File: config.mk
export PLATFORM = sky130hd
export DESIGN_NAME = octal_rr_arbiter_flat
export DESIGN_NICKNAME = d
export VERILOG_FILES = /design/src/rtl/octal_rr_arbiter_if.sv /design/src/rtl/octal_rr_arbiter.sv /design/src/flat_wrapper.sv
export SDC_FILE = /design/constraint.sdc
export NUM_CORES = 1
export LEC_CHECK = 0
export ABC_AREA = 1
export CORE_UTILIZATION = 55
export DETAILED_ROUTE_END_ITERATION = 10
export PLACE_DENSITY_LB_ADDON = 0.05
export SLEW_MARGIN = 10
export SYNTH_ARGS = -nofsm -noshare
export SYNTH_HDL_FRONTEND = slang
export SYNTH_SLANG_ARGS = --single-unit
File: constraint.sdc
create_clock -name clk -period 4.7 [get_ports clk]
set_clock_uncertainty 0.05 [all_clocks]
set_input_delay 0.94 -clock clk [delete_from_list [all_inputs] [get_ports clk]]
set_output_delay 0.94 -clock clk [all_outputs]
set_load 0.02 [all_outputs]
File: src/rtl/octal_rr_arbiter_if.sv
// Request/grant bundle between eight requesting units and the arbiter.
//   req          requester -> arbiter, bit i = requester i
//   grant        one-hot grant, zero when idle
//   grant_idx    binary index of the set grant bit, 0 when idle
//   grant_valid  high while grant is non-zero
//   preempt      one-cycle pulse after a forced revoke
interface octal_rr_arbiter_if;
  logic [7:0] req;
  logic [7:0] grant;
  logic [2:0] grant_idx;
  logic       grant_valid;
  logic       preempt;

  modport master (output req, input grant, grant_idx, grant_valid, preempt);
  modport slave  (input req, output grant, grant_idx, grant_valid, preempt);
endinterface

File: src/rtl/octal_rr_arbiter.sv
// Eight-way round-robin arbiter with hold-time limit.
//   clk  rising-edge clock
//   rst  synchronous active-high reset
//   bus  octal_rr_arbiter_if.slave: req in; grant, grant_idx, grant_valid,
//        preempt out. All outputs come straight from registers.
// A winner keeps the slot while its request stays high. After MAX_HOLD
// grant cycles it is revoked if anyone else is waiting (MAX_HOLD=0 disables
// the limit). Every release/revoke is followed by one dead idle cycle.
module octal_rr_arbiter #(
  parameter int MAX_HOLD = 16,
  parameter int CNT_W    = 5
) (
  input  logic clk,
  input  logic rst,
  octal_rr_arbiter_if.slave bus
);

  typedef enum logic {IDLE, GRANT} state_t;

  localparam logic [CNT_W-1:0] HOLD_LAST = (MAX_HOLD == 0) ? '0 : CNT_W'(MAX_HOLD - 1);

  state_t           state, state_nxt;
  logic [2:0]       ptr, ptr_nxt;
  logic [2:0]       idx_q, idx_nxt;
  logic [CNT_W-1:0] cnt, cnt_nxt;
  logic             pre_q, pre_nxt;
  logic [2:0]       winner;
  logic [7:0]       own_vec;
  logic             release_c, revoke_c;

  // First set request scanning ptr, ptr+1, .. ptr+7; iterate from the far
  // end so the nearest hit to ptr is the one left standing.
  always_comb begin
    winner = ptr;
    for (int k = 7; k >= 0; k--)
      if (bus.req[ptr + 3'(k)]) winner = ptr + 3'(k);
  end

  assign own_vec   = 8'b1 << idx_q;
  assign release_c = ~bus.req[idx_q];
  assign revoke_c  = (MAX_HOLD != 0) && (cnt == HOLD_LAST) && (|(bus.req & ~own_vec));

  // state register
  always_ff @(posedge clk) begin
    if (rst) begin
      state <= IDLE;
      ptr   <= '0;
      idx_q <= '0;
      cnt   <= '0;
      pre_q <= 1'b0;
    end else begin
      state <= state_nxt;
      ptr   <= ptr_nxt;
      idx_q <= idx_nxt;
      cnt   <= cnt_nxt;
      pre_q <= pre_nxt;
    end
  end

  // next-state
  always_comb begin
    state_nxt = state;
    ptr_nxt   = ptr;
    idx_nxt   = idx_q;
    cnt_nxt   = cnt;
    pre_nxt   = 1'b0;
    case (state)
      IDLE: begin
        if (|bus.req) begin
          state_nxt = GRANT;
          idx_nxt   = winner;
          cnt_nxt   = '0;
        end
      end
      GRANT: begin
        if (release_c || revoke_c) begin
          state_nxt = IDLE;
          idx_nxt   = '0;
          ptr_nxt   = idx_q + 3'd1;
          cnt_nxt   = '0;
          // an owner that let go on its own is not a preemption
          pre_nxt   = ~release_c;
        end else if (cnt != HOLD_LAST) begin
          cnt_nxt = cnt + 1'b1;
        end
      end
      default: state_nxt = IDLE;
    endcase
  end

  // outputs (decoded from registers only)
  always_comb begin
    bus.grant       = (state == GRANT) ? own_vec : 8'h00;
    bus.grant_idx   = idx_q;
    bus.grant_valid = (state == GRANT);
    bus.preempt     = pre_q;
  end

endmodule

File: src/flat_wrapper.sv
// flat-port wrapper written by rule: the top's interface ports become plain ports
module octal_rr_arbiter_flat 
#(
  parameter int MAX_HOLD = 16,
  parameter int CNT_W    = 5
)
  (clk, rst, bus_req, bus_grant, bus_grant_idx, bus_grant_valid, bus_preempt);
  octal_rr_arbiter_if bus_i ();
  input  logic clk;
  input  logic rst;
  input wire logic [$bits(bus_i.req)-1:0] bus_req;
  output wire logic [$bits(bus_i.grant)-1:0] bus_grant;
  output wire logic [$bits(bus_i.grant_idx)-1:0] bus_grant_idx;
  output wire logic [$bits(bus_i.grant_valid)-1:0] bus_grant_valid;
  output wire logic [$bits(bus_i.preempt)-1:0] bus_preempt;
  assign bus_i.req = bus_req;
  assign bus_grant = bus_i.grant;
  assign bus_grant_idx = bus_i.grant_idx;
  assign bus_grant_valid = bus_i.grant_valid;
  assign bus_preempt = bus_i.preempt;
  octal_rr_arbiter #(.MAX_HOLD(MAX_HOLD), .CNT_W(CNT_W)) u_core (.clk(clk), .rst(rst), .bus(bus_i));
endmodule
After elaboration in Yosys (flattened, before gate mapping)
Index checks and enable logic that the tools add are counted.

Bits in registers: 13. Input port bits: 10.

Add/sub/neg operators: 9. Magnitude comparators: 9. Equality and inequality tests: 5. Shift operators: 1. Muxes and demuxes: 37. Bitwise operators: 5. Reductions and logical operators: 8.

Operator list (count): $lt 3x4->1 const B (9); $mux 3 (10); $bmux 1 s3 (9); $reduce_or 8->1 (2); $mux 5 (3); $add 3x3->3 const B (4); $mux 1 (11); $pmux 5 s2 (1); $and 8x8->8 (1); $mux 8 (1); $not 8->8 (1); $shl 1x3->8 const A (1); $add 3x1->3 const B (2); $add 3x2->3 const B (2); $pmux 3 s2 (1); $reduce_and 2->1 (3); $add 5x1->5 const B (1); $eq 5x4->1 const B (1); $ne 5x4->1 const B (1); $ne 3x3->1 const B (1); $not 1->1 (3); $reduce_or 3->1 (1); $ne 2x1->1 const B (1); $ne 2x2->1 const B (1); 3 further kinds (3).

Logic depth before layout (Yosys ltp)
Word-level depth: 13. Depth in mapped cells: 21. Depth with buffers taken out: 19.

Worst setup path before layout
No wires, ideal clock.

Path kind: register to output. From: reg u_core.state (netlist: u_core.bus.grant_valid). To: out bus_grant[0]. Arrival: 1.400 ns. Data required time: 3.710 ns. Path slack: 2.310 ns. Stages on the path, launching flop included: 4. Path buffers: 1. Cells stage by stage: dfxtp_1 -> clkbuf_1 -> inv_1 -> nor3_1.

Longest elaborated chain between the ends: 1.

RTL lines: from (decl) (line octal_rr_arbiter.sv:22) `state_t state, state_nxt;`; from (signal assigned) (line octal_rr_arbiter.sv:52) `state <= state_nxt;`; $mux 8 (line octal_rr_arbiter.sv:93) `bus.grant = (state == GRANT) ? own_vec : 8'h00;`; to (decl) (line flat_wrapper.sv:12) `output wire logic [$bits(bus_i.grant)-1:0] bus_grant;`.

Every way passes these cells.

Worst setup path in the final report
From: reg u_core.idx_q[0] (netlist: u_core.bus.grant_idx[0]). To: out bus_grant[7].

Longest elaborated chain between the ends: 2.

RTL lines: from (decl) (line octal_rr_arbiter.sv:24) `logic [2:0] idx_q, idx_nxt;`; from (signal assigned) (line octal_rr_arbiter.sv:54) `idx_q <= idx_nxt;`; $shl 1x3->8 (line octal_rr_arbiter.sv:39) `assign own_vec = 8'b1 << idx_q;`; $mux 8 (line octal_rr_arbiter.sv:93).

Every way passes these cells.

==> summary.txt <==
Avg Inst Size Synth: 5.77 sq um
CP most frequent cell: ha_1
top cells by count, synth: nand2_1 (72), nand3_1 (45), inv_1 (37), a21oi_1 (20), dfxtp_1 (13)
uppermost layer routed: met4
DRT Pass-1 Iters: 4
top-count cell post-synth: nand2_1
Core Util, Final: 68.3%
async set-reset flop share out of synthesis: 0%
Int Power: 0.000456 W
Top FF cell, synth: dfxtp_1
post-synthesis adder-cell area fraction: 8.60%
#FFs+latches synth: 13
Peak Freq: 0.342 GHz
DP Worst Slack: 1700 ps
Post-Syn Area: 0.00146 sq mm
number of remaining DRC errors: 0
CTS Buf Count: 3
Worst-path clk slew: 80 ps
cell area after placement: 0.00167 sq mm
Leakage: 0.837 nW
kind of critical path: reg2out
minimum clock period: 2920 ps
Initial DRC Count: 48
largest cells by area after synthesis: nand2_1 (19%), dfxtp_1 (18%), nand3_1 (15%), inv_1 (9.5%), ha_1 (8.6%)
share of cells above drive strength 1: 4.78%
final period utilization: 62.2%
CP max-delay cell: clkdlybuf4s50_1
Starting Density: 58.7%
setup TNS: 0 ps
Yosys warnings: 0
Synth Area in Simple Gates: 42.0%
met3 WL: 122 um
Fin. Hold Viols: 0
Final ANT Viol Nets: 0
Rel. slew slack: 75.5%
H-tree Lvls: 1
combinational share of power: 75.3%
Post-Route WL: 3.57 mm
Yosys top cell area share: 18.6%
# setup viols final: 0
Worst-Margin Slew: 367 ps
first-pass GRT wire length: 5.98 mm
TritonCTS clock tree: built
Yosys top cell by area: nand2_1
I/O Buffers: 22
Gate Count Post-Synth: 252
Routed WL per cell: 11.8 um
fin area: 0.00169 sq mm
Die Y: 53.4 um
Crit path required time: 3710 ps
Die X: 53.4 um
GRT Residual Overflow: 0
antenna violations before repair: 0
status: completed
routability cong.: 0.859
post-synthesis mux area share: 0%
Post-CTS Resized: 0
filler cell count in the final layout: 239
max-cap violations: 0
clk buf depth: 2
largest net degree at the start of global routing: 12
crit path DAT: 1930 ps
DR vias/cell: 5.31
Synth Area in XOR/XNOR: 1.81%
Worst Setup End Kind: primary output
# IOs: 23
CP max stage delay: 600 ps
CTS sink count: 13
vias in the first global route: 1399
# hold bufs at CTS: 0
main combinational cell family by area after synthesis: simple AND/OR/NAND/NOR gates
worst vdd rail ir drop: 427 uV
Net Sw Power: 0.000605 W
sequential area share after synthesis: 17.9%
Critical Path, Cell by Cell: ha_1 > ha_1 > nand2_1 > inv_1 > clkdlybuf4s50_1
core area: 0.00248 sq mm
GRT Util Overall: 28.3%
Slew Limit Fails: 0
met2 wire length: 1.72 mm
EDFF count, synth: 0
final hold slack: 431 ps
worst setup margin: 1780 ps
Clock power frac: 6.4%
switching part of the total: 57.0%
count of cell types in the netlist: 27
Critical Path Start Type: register
Via Count: 1603
Power Density: 627 mW/mm^2
Final Net Count: 293
clock tree root driver cell: clkbuf_4
DIE AREA: 0.00286 sq mm
Synth Net Count: 272
Post CTS Setup Buffer Count: 0
post-synthesis compound-gate area fraction: 15.9%
Syn-to-layout area delta: 16.3%
DP Wirelength: 2.78 mm
met1 wire length: 1.71 mm
Reg power frac: 18.3%
critical path fanouts, max: 9
RSZ-0062 raised after global routing: no
n_diodes: 0
site row count: 18
clk_lat worst skew: 270 ps
Hold Crit Class: reg2reg
[cell families after synthesis]
kind of cell / count (synthesis)
AO/OA/AOI/OAI: 41
flip-flops: 13
XOR/XNOR: 3
AND/OR/NAND/NOR: 138
adder cells (fa/ha/maj): 10
buffers and inverters: 47
[layout by cell type, fill, tap and decap left out, types with 3 or more instances in the layout]
cell	Yosys	layout
nand2_1	72	72
nand3_1	45	45
inv_1	37	37
clkdlybuf4s50_1	0	22
a21oi_1	20	20
dfxtp_1	13	13
o21ai_0	11	11
ha_1	10	10
nor3_1	9	9
nor2_1	6	6
inv_2	4	4
o21ai_1	3	3
clkbuf_4	0	3
[per-stage QoR]
step,std cells,total power [W]
2_1_floorplan,252,0.000822
3_3_place_gp,298,0.000986
3_5_place_dp,298,0.000989
4_1_cts,302,0.00106
5_1_grt,302,0.00120
6_report,302,0.00106
[path summary, 6_finish.rpt]
| check | startpoint | end | slack [ps] | cells after the start |
|---|---|---|---|---|
| max | u_core.bus.grant_idx[0]$_SDFFE_PP0P_ | bus_grant[7] | 1780 | 5 |
| min reg2reg | u_core.cnt[3]$_SDFFE_PP0P_ | u_core.cnt[3]$_SDFFE_PP0P_ | 430 | 2 |
| max reg2reg | u_core.ptr[0]$_SDFFE_PP0P_ | u_core.bus.grant_idx[0]$_SDFFE_PP0P_ | 2060 | 17 |
| min | u_core.cnt[3]$_SDFFE_PP0P_ | u_core.cnt[3]$_SDFFE_PP0P_ | 430 | 2 |
[area by class of cell]
| class | instances | area, sq um | share of cell area, % |
|---|---|---|---|
| Timing Repair Buffer | 22 | 220 | 13.0 |
| Tap cell | 30 | 37.5 | 2.22 |
| Inverter | 41 | 154 | 9.09 |
| Multi-Input combinational cell | 192 | 995 | 58.8 |
| Sequential cell | 13 | 260 | 15.4 |
| Clock buffer | 4 | 26.3 | 1.55 |
[flip-flops by register name (all words and copies together), names as in the netlist]
name                    flops
u_core.bus.grant_idx        3
u_core.bus.grant_valid      1
u_core.bus.preempt          1
u_core.cnt                  5
u_core.ptr                  3
[per-layer routing]
metal	up-vias	GRT usage [%]
met2	35	51.2
met3	2	4.89
met5	-	0
met4	0	4.39
met1	698	34.6
li1	868	-
[power by group through the flow]
stage	Clock [W]	Sequential, W	Combinational (W)
floorplan	0	0.000191	0.000631
global placement	0	0.000199	0.000787
detailed placement	0	0.000197	0.000791
CTS	0.0000689	0.000195	0.000794
global route	0.0000752	0.000202	0.000925
finish	0.0000674	0.000194	0.000799
[critical path, delay by kind of cell (launching register included)]
kind,cells,cell delay [ps]
adders and majority gates,2,400
DFF,1,540
and+or+nand+nor,1,60
buffers and inverters,2,670
(Power assumes the default switching activity.)
